[src/rtl/ex_mem_pipe_skid.sv]
// ex_mem_pipe_skid
//   Elastic pipeline stage register for the EX->MEM boundary (or any later
//   stage pair). Carries a packed stage bundle using a valid/ready handshake.
//   A two-entry skid buffer (main + skid) lets in_ready come straight from a
//   flop, so no combinational ready path runs between stages. Flush kills both
//   entries synchronously and takes priority over all traffic.
//
// Parameters
//   DATA_W        width of the packed stage bundle
//   CLR_ON_FLUSH  1: data registers are zeroed on Rst/Flush (the bubble is an
//                 all-zero nop); 0: only the valid bits are cleared
//
// Ports
//   Clk        clock; all state updates on posedge
//   Rst        synchronous, active-high reset
//   Flush      synchronous kill of both entries
//   in_valid   upstream bundle valid
//   in_ready   stage can accept (registered; high when the skid entry is empty)
//   in_data    upstream bundle
//   out_valid  main entry valid
//   out_ready  downstream accepts
//   out_data   main entry bundle
//   occ        number of entries held (0, 1 or 2)
module ex_mem_pipe_skid #(
  parameter int unsigned DATA_W       = 229,
  parameter bit          CLR_ON_FLUSH = 1'b1
) (
  input  logic              Clk,
  input  logic              Rst,
  input  logic              Flush,
  input  logic              in_valid,
  output logic              in_ready,
  input  logic [DATA_W-1:0] in_data,
  output logic              out_valid,
  input  logic              out_ready,
  output logic [DATA_W-1:0] out_data,
  output logic [1:0]        occ
);

  logic              m_v;
  logic              s_v;
  logic [DATA_W-1:0] m_d;
  logic [DATA_W-1:0] s_d;
  logic              acc;
  logic              pop;

  assign acc = in_valid & ~s_v;
  assign pop = m_v & out_ready;

  always_ff @(posedge Clk) begin
    if (Rst || Flush) begin
      m_v <= 1'b0;
      s_v <= 1'b0;
      if (CLR_ON_FLUSH) begin
        m_d <= '0;
        s_d <= '0;
      end
    end else if (!m_v) begin
      // Empty: any accepted bundle lands directly in the main entry.
      if (acc) begin
        m_v <= 1'b1;
        m_d <= in_data;
      end
    end else if (!s_v) begin
      // One entry held.
      if (acc && pop) begin
        m_d <= in_data;
      end else if (acc) begin
        // Downstream stalled: park the new bundle in the skid entry.
        s_v <= 1'b1;
        s_d <= in_data;
      end else if (pop) begin
        m_v <= 1'b0;
      end
    end else if (pop) begin
      // Full: in_ready is low, so only a drain can happen.
      m_d <= s_d;
      s_v <= 1'b0;
    end
  end

  assign out_valid = m_v;
  assign out_data  = m_d;
  assign in_ready  = ~s_v;
  // s_v implies m_v, so the count is just these two bits.
  assign occ       = {s_v, m_v & ~s_v};

endmodule
[config.mk]
export PLATFORM = sky130hd
export DESIGN_NAME = ex_mem_pipe_skid
export DESIGN_NICKNAME = d
export VERILOG_FILES = /design/src/rtl/ex_mem_pipe_skid.sv
export SDC_FILE = /design/constraint.sdc
export NUM_CORES = 1
export LEC_CHECK = 0
export ABC_AREA = 0
export CORE_UTILIZATION = 45
export CTS_BUF_LIST = sky130_fd_sc_hd__clkbuf_4
export CTS_CLUSTER_SIZE = 20
export DETAILED_ROUTE_END_ITERATION = 10
export PLACE_DENSITY = 0.74
export SYNTH_ARGS = -nofsm -noshare
export SYNTH_HDL_FRONTEND = slang
export SYNTH_SLANG_ARGS = --single-unit
[constraint.sdc]
create_clock -name Clk -period 3.4 [get_ports Clk]
set_input_delay 0.51 -clock Clk [delete_from_list [all_inputs] [get_ports Clk]]
set_output_delay 0.51 -clock Clk [all_outputs]
set_load 0.02 [all_outputs]
==> flow_summary.ini <==
[yosys]
ys_ff_latch = 460
syn_area_per_cell_um2 = 9.165
syn_area_um2 = 18630
yosysUniqueCellTypes = 20
synth_nets = 2267
ys_seq_area_share_pct = 49.43
synth_warnings = 0
yosysTopAreaCell = dfxtp_1
netlist_instances = 2033
netlist.area_leader.share_pct = 49.43
synthTopCellsByArea = dfxtp_1, nand2_1, mux2i_1, o22ai_2, a21oi_1

[cts]
ctsResizeCount = 0
post_cts_buffers = 0
cts_made_buffers = 114
cts_tree = built
clkSlewWorstSetupHoldPaths_ns = 0.07
postCtsHoldBufs = 0
insertion_delay_ns = 0.79
ctsLongestPathBuffers = 3
cts_max_level = 3
root_buffer = clkbuf_4
cts_sinks = 460

[floorplan]
io_pins = 467
num_rows = 74
die_w_um = 205.5
start_util_pct = 45.63
die_area_um2 = 42220
die_y_um = 205.5
coreArea_um2 = 40830

[power]
ir_drop_mv = 0.3255
cellLeakagePower_nw = 9.884
power_density_nw_per_um2 = 458.4

[timing]
layout_setup_ws_ns = 0.6168
grt_setup_unrepaired = no
fin_skew_ns = 0.04141
layout_min_cycle_time_ns = 2.783
relSlewSlack_pct = 47.35
max_freq_mhz = 359.3
post-route-period-util_pct = 81.86
worst_pin_slew_ns = 0.7897
finalMaxSlewViolations = 0
tns_ns = 0
setup_viol = 0
finalHoldViolations = 0

[global_routing]
grt_start_max_net_pins = 124
grt_pass1_wl_um = 86060
grt.total_usage_pct = 25.46
antenna_found_initial = 8
grt_pass1_vias = 16420
overflow = 0

[cells_and_area]
stdcell_count = 3080
ff_latch_area_um2 = 9209
multiInputGateArea_um2 = 8504
postLayoutCoreUtil_pct = 61.08
finalInstanceArea_um2 = 24940
nNetsFinal = 2700
areaGrowthSynthToFinish_pct = 33.86
drive_gt1_share_pct = 14.04
nFillCells = 3440

[critical_path]
path_class = register to output pin
critPathMaxFanout = 9
r2r-end = out_data[132]
crit_slowest_cell = clkdlybuf4s50_1
cp-end-kind = output pin
crit_chain = nor2b_1 > clkdlybuf4s50_1
crit_required_ns = 2.89
cp_num_buf_inv = 1
worstSetupPathDepth = 2
worstSetupEndpoint = occ[0]
reg2reg_setup_slack_ns = 1.10
critical_path_arrival_ns = 2.27
critPathTopFamily = buffers and inverters
cp-start-kind = register
reg2regPathDepth = 4
critPathLaunch = out_valid
max_stage_delay_ns = 0.64
r2r-start = s_v

[route]
drc = 0
drt_iter0_markers = 1086
wire_per_inst_um = 18.11
drt-vias-per-instance = 5.305
drt_first_pass_iters = 5
routed_wl_um = 55770
ant_nets = 0
vias = 16340

[worst_hold_path]
min-delay-path-class = primary input to register

[run]
max_cap_violations = 0

[placement]
place.gp.congestion = 0.8030
pre_cts_ws_ns = 0.6804
post-place-cells = 2882
dp_hpwl_um = 34980
placed_cell_area_um2 = 23480
io_buffers = 466

[outcome]
status = completed
## power breakdown
group / switching (mW) / internal (mW) / total (mW)
registers: 0.0635 / 5.50 / 5.56
logic: 0.648 / 0.600 / 1.25
clock network: 2.14 / 2.48 / 4.62
## metrics by stage
stage	hold slack (ns)	power (mW)
finish	0.2774	11.43
global route	0.2169	11.91
CTS	0.1723	11.58
detailed placement	0.4458	6.927
global placement	0.4405	6.909
floorplan	0.4357	6.286
## area by class of cell
type / count / area share (%)
diodes: 6 / 0.06020
clock buffers: 170 / 5.117
clock inverters: 22 / 0.6622
inverters: 2 / 0.03010
multi-input cells: 1391 / 34.10
flip-flops and latches: 460 / 36.92
well taps: 532 / 2.669
repair buffers: 497 / 20.44
## worst reg2reg max path, cell delays in order, from the launching register on
cell,delay (ns)
dfxtp_1,0.63
nand2_8,0.55
buf_4,0.49
mux2i_1,0.34
o22ai_1,0.13
## worst min-delay path by stage
stage	from	end	slack, ns	depth (start not counted)
floorplan	s_d[0]	s_d[0]	0.44	2
global placement	s_d[166]	s_d[166]	0.44	2
detailed placement	s_d[34]	s_d[34]	0.45	2
CTS	in_data[211]	s_d[211]	0.17	3
global route	in_data[159]	s_d[159]	0.22	3
finish	in_data[166]	s_d[166]	0.28	3
## synthesized netlist by cell type, drive strengths merged
library cell  number
a211o              1
a21oi            232
buf               98
clkbuf            82
dfxtp            460
inv                2
mux2i            229
nand2            691
nand4bb            1
nor2               3
nor2b              1
nor4bb             1
o21ai              1
o22ai            229
or2                2
## cells by family after synthesis
logic type             synth area share, %
buffers and inverters                5.325
multiplexers                         12.30
flip-flops                           49.43
AO/OA/AOI/OAI                        18.74
AND/OR/NAND/NOR                      14.21
## layout by cell type, fill, tap and decap left out, drive strengths merged
cell type / n
a211o: 1
a21oi: 232
buf: 31
bufinv: 3
clkbuf: 170
clkdlybuf4s50: 466
clkinv: 17
dfxtp: 460
diode: 6
inv: 4
mux2i: 229
nand2: 691
nand4bb: 1
nor2: 3
nor2b: 1
nor4bb: 1
o21ai: 1
o22ai: 229
or2: 2
## metal layers
layer	wire length, um	global-route usage [%]
met1	22680	30.04
met2	26570	41.69
met3	4720	8.473
met4	1773	11.61
met5	26	0
## state kept, by name, summed over array words and instances (netlist names)
name / cells
out_data: 229
out_valid: 1
s_d: 229
s_v: 1
Power figures use the tool's default switching activity.
